## src/rtl/mux_rr_stream.sv

```systemverilog
// N_CH-channel valid/ready stream multiplexer with static-select or round-robin arbitration.
// The output word, its valid flag and its source channel are all registered.
module mux_rr_stream #(
  parameter int unsigned N_CH  = 4,
  parameter int unsigned WIDTH = 8,
  parameter int unsigned CH_W  = 2
) (
  input  logic                    clk,
  input  logic                    rst_n,
  input  logic                    mode,
  input  logic [CH_W-1:0]         sel,
  input  logic [N_CH-1:0]         in_valid,
  input  logic [N_CH*WIDTH-1:0]   in_data,
  output logic [N_CH-1:0]         in_ready,
  output logic                    out_valid,
  output logic [WIDTH-1:0]        out_data,
  output logic [CH_W-1:0]         out_ch,
  input  logic                    out_ready
);

  logic [CH_W-1:0]  r_ptr;
  logic             r_out_valid;
  logic [WIDTH-1:0] r_out_data;
  logic [CH_W-1:0]  r_out_ch;

  logic             w_load;
  logic             w_gnt_vld;
  logic [CH_W-1:0]  w_gnt_idx;
  logic [CH_W-1:0]  w_rr_idx;
  logic [WIDTH-1:0] w_gnt_data;
  logic             w_xfer;

  assign w_load = !r_out_valid || out_ready;

  // Round-robin search runs from the farthest offset down so the nearest valid channel wins.
  always_comb begin
    w_gnt_vld = 1'b0;
    w_gnt_idx = '0;
    w_rr_idx  = '0;
    if (!mode) begin
      if (int'(sel) < int'(N_CH)) begin
        w_gnt_vld = 1'b1;
        w_gnt_idx = sel;
      end
    end else begin
      for (int k = int'(N_CH) - 1; k >= 0; k--) begin
        w_rr_idx = CH_W'((int'(r_ptr) + k) % int'(N_CH));
        if (in_valid[w_rr_idx]) begin
          w_gnt_vld = 1'b1;
          w_gnt_idx = w_rr_idx;
        end
      end
    end
  end

  always_comb begin
    w_gnt_data = '0;
    for (int i = 0; i < int'(N_CH); i++) begin
      if (w_gnt_idx == CH_W'(i)) begin
        w_gnt_data = in_data[i*WIDTH +: WIDTH];
      end
    end
  end

  always_comb begin
    in_ready = '0;
    if (rst_n && w_gnt_vld && w_load) begin
      in_ready[w_gnt_idx] = 1'b1;
    end
  end

  assign w_xfer = rst_n && w_gnt_vld && w_load && in_valid[w_gnt_idx];

  always_ff @(posedge clk or negedge rst_n) begin
    if (!rst_n) begin
      r_ptr       <= '0;
      r_out_valid <= 1'b0;
      r_out_data  <= '0;
      r_out_ch    <= '0;
    end else if (w_xfer) begin
      r_out_valid <= 1'b1;
      r_out_data  <= w_gnt_data;
      r_out_ch    <= w_gnt_idx;
      if (mode) begin
        r_ptr <= (w_gnt_idx == CH_W'(N_CH - 1)) ? '0 : w_gnt_idx + CH_W'(1);
      end
    end else if (out_ready) begin
      r_out_valid <= 1'b0;
    end
  end

  assign out_valid = r_out_valid;
  assign out_data  = r_out_data;
  assign out_ch    = r_out_ch;

endmodule

```

## config.mk

```make
export PLATFORM = sky130hd
export DESIGN_NAME = mux_rr_stream
export DESIGN_NICKNAME = d
export VERILOG_FILES = /design/src/rtl/mux_rr_stream.sv
export SDC_FILE = /design/constraint.sdc
export NUM_CORES = 1
export LEC_CHECK = 0
export CAP_MARGIN = 5
export CORE_ASPECT_RATIO = 0.6
export CORE_MARGIN = 10
export CORE_UTILIZATION = 41
export DETAILED_ROUTE_END_ITERATION = 7
export PLACE_DENSITY = 0.81
export SETUP_SLACK_MARGIN = 0.3
export SLEW_MARGIN = 15
export SYNTH_ARGS = -nofsm -noshare
export SYNTH_HDL_FRONTEND = slang
export SYNTH_SLANG_ARGS = --single-unit
```

## constraint.sdc

```tcl
create_clock -name clk -period 3 [get_ports clk]
set_clock_uncertainty 0.05 [all_clocks]
set_input_delay 0.3 -clock clk [delete_from_list [all_inputs] [get_ports clk]]
set_output_delay 0.3 -clock clk [all_outputs]
set_load 0.005 [all_outputs]
```

=== Yosys cells after proc, flatten, opt, wreduce, memory -nomap -nowiden ===
Cells that the tools add are included.
W data, S select, Z words.

* Register bits after elaboration: 13
* Input bits: 42
* Output and inout port bits: 15

* Add/subtract/negate cells: 4
* $lt $le $gt $ge: 6
* Equal/unequal tests: 3
* Multiplexer cells: 30
* Reduce and logical (&&, ||, !) cells: 9

{| class="wikitable"
|+ Operators with widths
! kind !! number
|-
| $mux W8 || 4
|-
| $lt A2 B3 Y1 const B || 5
|-
| $mux W1 || 13
|-
| $mux W2 || 6
|-
| $bmux W1 S2 || 5
|-
| $add A2 B1 Y2 const B || 2
|-
| $add A2 B2 Y2 const B || 2
|-
| $eq A2 B2 Y1 const B || 2
|-
| $logic_and A1 B1 Y1 || 4
|-
| $mux W4 || 1
|-
| $demux W1 S2 || 1
|-
| $eq A2 B1 Y1 const B || 1
|-
| $ge A2 B1 Y1 const B || 1
|-
| $logic_not A2 Y1 || 1
|-
| $reduce_and A2 Y1 || 1
|-
| $reduce_bool A2 Y1 || 1
|-
| $logic_not A1 Y1 || 1
|-
| $logic_or A1 B1 Y1 || 1
|}

=== Logic depth before layout (Yosys ltp) ===
* Depth in word-level cells: 13
* Mapped depth: 12

=== Worst setup path after synthesis ===
No wires, ideal clock.

* Path type: register to register
* Start: register r_ptr[1]
* End: register r_out_data[6], in the netlist out_data[6]
* Library setup time: 125 ps
* Arrival time: 2299 ps
* Data required time: 2825 ps
* Path slack: 526 ps
* Stages on the path, launching flop included: 13
* Period minus slack after synthesis: 2474 ps
* Path through: dfrtp_1 nor2b_1 o21a_1 o32ai_4 inv_1 ha_1 nor2b_1 clkbuf_1 a22oi_1 nor2_1 a21oi_1 o21ai_0 mux2_4

* Word-level cells in the longest chain between the ends: 13
* Elaborated cells on any way between the ends: 34

{| class="wikitable"
|+ Ends and longest elaborated chain
! item !! line !! RTL
|-
| start, declared || 21 || <nowiki>logic [CH_W-1:0] r_ptr;</nowiki>
|-
| start signal, assigned || 85 || <nowiki>r_ptr <= (w_gnt_idx == CH_W'(N_CH - 1)) ? '0 : w_gnt_idx + CH_W'(1);</nowiki>
|-
| $add A2 B2 Y2 || 47 || <nowiki>w_rr_idx = CH_W'((int'(r_ptr) + k) % int'(N_CH));</nowiki>
|-
| $bmux W1 S2 || 48 || <nowiki>if (in_valid[w_rr_idx]) begin</nowiki>
|-
| $mux W1 (implied by the code) || 48 ||
|-
| $mux W2 (3 in series) || 48 ||
|-
| $mux W2 * || 48 ||
|-
| $mux W2 * || 40 || <nowiki>if (!mode) begin</nowiki>
|-
| net w_gnt_idx[0] || 28 || <nowiki>logic [CH_W-1:0] w_gnt_idx;</nowiki>
|-
| $logic_not A2 Y1 || 59 || <nowiki>if (w_gnt_idx == CH_W'(i)) begin</nowiki>
|-
| $mux W8 (4 in series) || 59 ||
|-
| end signal, assigned || 82 || <nowiki>r_out_data <= w_gnt_data;</nowiki>
|-
| end, declared || 23 || <nowiki>logic [WIDTH-1:0] r_out_data;</nowiki>
|}

Mark *: on every way through the listed nets, which the timed path passes. The rest lies on a longest branch. The select of a mux whose other input is x is not followed.
A chain may end at the register's enable or synchronous reset.

=== Final worst setup path ===
* Start: register r_ptr[0]
* End: output in_ready[0]

* Word-level cells in the longest chain between the ends: 13
* Elaborated cells on any way between the ends: 29

{| class="wikitable"
|+ Ends and longest elaborated chain
! item !! line !! RTL
|-
| $add A2 B2 Y2 || 47 ||
|-
| $bmux W1 S2 || 48 ||
|-
| $mux W1 (implied by the code) || 48 ||
|-
| $mux W2 (4 in series) || 48 ||
|-
| $mux W2 || 40 ||
|-
| $lt A2 B3 Y1 (implied by the code) / $ge A2 B1 Y1 (equally long branches) || 68 || <nowiki>in_ready[w_gnt_idx] = 1'b1;</nowiki>
|-
| $logic_and A1 B1 Y1 (implied by the code) || 68 ||
|-
| $mux W1 (implied by the code) || 68 ||
|-
| $demux W1 S2 || 68 ||
|-
| $mux W4 * || 67 || <nowiki>if (rst_n && w_gnt_vld && w_load) begin</nowiki>
|-
| end, declared || 14 || <nowiki>output logic [N_CH-1:0] in_ready,</nowiki>
|}

Every way passes the cells marked *; elsewhere a longest branch is shown, timed or not. The select of a mux whose other input is x is not followed.

==> run summary <==
Status: complete, no violations
Hold crit path type: in -> async
Layout cell share with drive strength beyond 1: 21.9%
Kind of end point of the critical path: output pin
Critical path's slowest cell: clkdlybuf4s50_1
# rows: 14
Global routing met3 resource utilization: 5.53%
Total CTS buffers: 3
Peak VDD IR: 0.263 mV
Initial antenna violation count: 0
Syn avg cell area: 8.58 um2
CP max FO: 6
CP delay by family, top: simple AND/OR/NAND/NOR gates
Area leader, netlist: dfrtp_1
Wirelength, routed: 4.23 mm
Most frequent cells in the layout: 50 x clkdlybuf4s50_1, 14 x a21oi_1, 12 x nand2_1, 12 x nor2_1, 12 x buf_4
Logic pwr share: 59.7%
Clock Latency Late Sink: 0.24 ns
Crit-path cells: and3b_2 -> o211ai_1 -> nand3_2 -> ha_1 -> and2_1 -> clkdlybuf4s50_1
Largest net degree at the start of global routing: 17
Synthesized instance count: 138
Clock Sinks: 13
Cell area after synthesis: 1180 um2
GPL Wtd Cong: 0.922
Final net count: 248
TNS Setup: 0 ns
Critical path class: reg -> out
P_sw: 0.437 mW
Via-to-Cell Ratio: 5.60
Maximum clock rate: 393 MHz
DR vias: 1,305
Asr flop ratio synth: 100%
# H-tree levels: 1
GR Layer Usage met1: 20.1%
Ys flop type: dfrtp_1
Final setup violation count: 0
Synth-to-Final Area Change: 62.6%
Worst hold slack: 0.383 ns
DR iter-0 viols: 88
Starting density of the core: 45.0%
Slew HR: 78.6%
PortBufs: 56
Yosys reg bits: 13
Die H: 61.6 um
Die ar.: 5510 um2
Net Count, Synth: 184
Int Power: 0.781 mW
Final-layout fill cell count: 183
Clock buffer depth: 2
GRT Util Overall: 15.6%
N_diodes: 0
CP max stage delay: 0.45 ns
First-pass GRT wire length: 6.72 mm
Final Slew Violations: 0
Crit path DAT: 2.20 ns
Yosys warns: 0
Synth top area share: 27.5%
DRC viols: 0
GR Layer Usage met2: 24.7%
RSZ-0062 raised after global routing: false
Synth top area cells: dfrtp_1 27%, mux2_4 10%, a21oi_1 6.8%
Most common cell after layout, fill and taps aside: clkdlybuf4s50_1
Die Wd: 89.4 um
Sequential Power Share: 27.6%
Peak-usage layer in the global routing report: met2
Static Leak: 0.863 nW
Clock share of power: 12.7%
WL/cell: 18.2 um
Number of synthesized flops with an enable pin: 0
Vias in the first global route: 1,360
Reg2reg setup slack: 0.46 ns
DP Wirelength: 3.35 mm
Startpoint types: flip-flop
Final period util: 84.9%
Grt total ovfl: 0
Worst slew pin tran: 0.321 ns
CTS clk-pin slew, worst paths: 0.06 ns
Hold Vio Cnt, Final: 0
Max-Cap Viols: 0
Critical path buffers and inverters: 1
Post-synthesis sequential area ratio: 27.5%
Core box area: 2630 um2
DRT antenna net count: 0
PwrDens: 633 nW/um2
Root Driver: clkbuf_8
Unique masters post-synth: 37
Switch share: 35.9%
Clock tree from TritonCTS: built
Hold_buf cts: 0
IO Pins: 57
TritonRoute pass-1 iters: 6
WP data required: 2.65 ns
Fin crit period: 2.55 ns
## cells by family (layout without fill, tap and decap cells)
| kind of cell | count (synthesis) | in the layout | share of synthesized area [%] |
|---|---|---|---|
| AND/OR/NAND/NOR | 47 | 47 | 19.9 |
| AO/OA/AOI/OAI | 48 | 48 | 29.9 |
| multiplexers | 11 | 11 | 13.0 |
| buffers and inverters | 15 | 78 | 5.50 |
| adder cells (fa/ha/maj) | 4 | 4 | 4.23 |
| flip-flops | 13 | 13 | 27.5 |
## Yosys cell counts (2+ instances only)
| cell | number |
|---|---|
| nor2b_1 | 3 |
| ha_1 | 4 |
| mux2_4 | 8 |
| and2_1 | 4 |
| nand4_1 | 2 |
| dfrtp_1 | 13 |
| a21oi_1 | 16 |
| o211ai_1 | 2 |
| nand3b_1 | 2 |
| o21ai_0 | 11 |
| mux2_2 | 3 |
| a22oi_1 | 7 |
| inv_1 | 5 |
| nand3_1 | 3 |
| nand2_1 | 12 |
| nand2b_1 | 3 |
| nor2_1 | 13 |
| clkbuf_1 | 8 |
## path summary, 6_finish.rpt
check	from	endpoint	cells past startpoint
worst max-delay path	r_ptr[0]	in_ready[0]	6
worst min-delay path	rst_n	out_valid	2
worst max register to register	r_ptr[0]	out_data[1]	10
worst min register to register	out_data[7]	out_data[7]	1
max in group asynchronous	rst_n	r_ptr[1]	2
min in group clk	out_data[7]	out_data[7]	1
## sequential cells by signal (all words and copies together), names as in the netlist
| register | cells |
|---|---|
| out_data | 8 |
| out_ch | 2 |
| out_valid | 1 |
| r_ptr | 2 |
## what timing repair did
item | CTS | global route
gates resized for setup | 8 | 12
setup endpoints to repair | 9 | 11
buffers inserted | 2 | 1
gates cloned | 0 | 0
pin swaps | 3 | 3
## area by class of cell
| type | count | area [um2] | share of cell area (%) |
|---|---|---|---|
| sequential | 13 | 328 | 17.0 |
| tap | 32 | 40.0 | 2.08 |
| multi-input combinational | 110 | 822 | 42.7 |
| inverter | 5 | 18.8 | 0.975 |
| timing repair buffer | 69 | 671 | 34.9 |
| clock buffer | 4 | 45.0 | 2.34 |
## power groups by stage
stage	logic, mW	registers [mW]	clock network, mW
final	0.728	0.336	0.155
after global routing	0.790	0.343	0.166
after CTS	0.715	0.331	0.158
after detailed placement	0.698	0.328	0
after global placement	0.678	0.325	0
after floorplan	0.373	0.318	0
## layer usage
metal  vias to the layer above  routed length, um  part of all wire, %
met5                         -                  0                    0
met4                         0                 44                  1.0
met3                         4                385                  9.1
met2                        64               1900                   45
met1                       612               1900                   45
li1                        625                  -                    -
## per-stage QoR
| step | utilization [%] | total power [mW] | setup slack (ns) | std cells | cell area, um2 |
|---|---|---|---|---|---|
| CTS | 72.0 | 1.20 | 0.292 | 232 | 1890 |
| global placement | 69.0 | 1.00 | 0.0328 | 226 | 1810 |
| detailed placement | 69.0 | 1.03 | -0.0774 | 226 | 1810 |
| finish | 73.2 | 1.22 | 0.454 | 233 | 1920 |
| global route | 73.2 | 1.30 | 0.306 | 233 | 1920 |
| floorplan | - | 0.691 | 0.526 | 138 | 1180 |
Power figures use the tool's default switching activity.
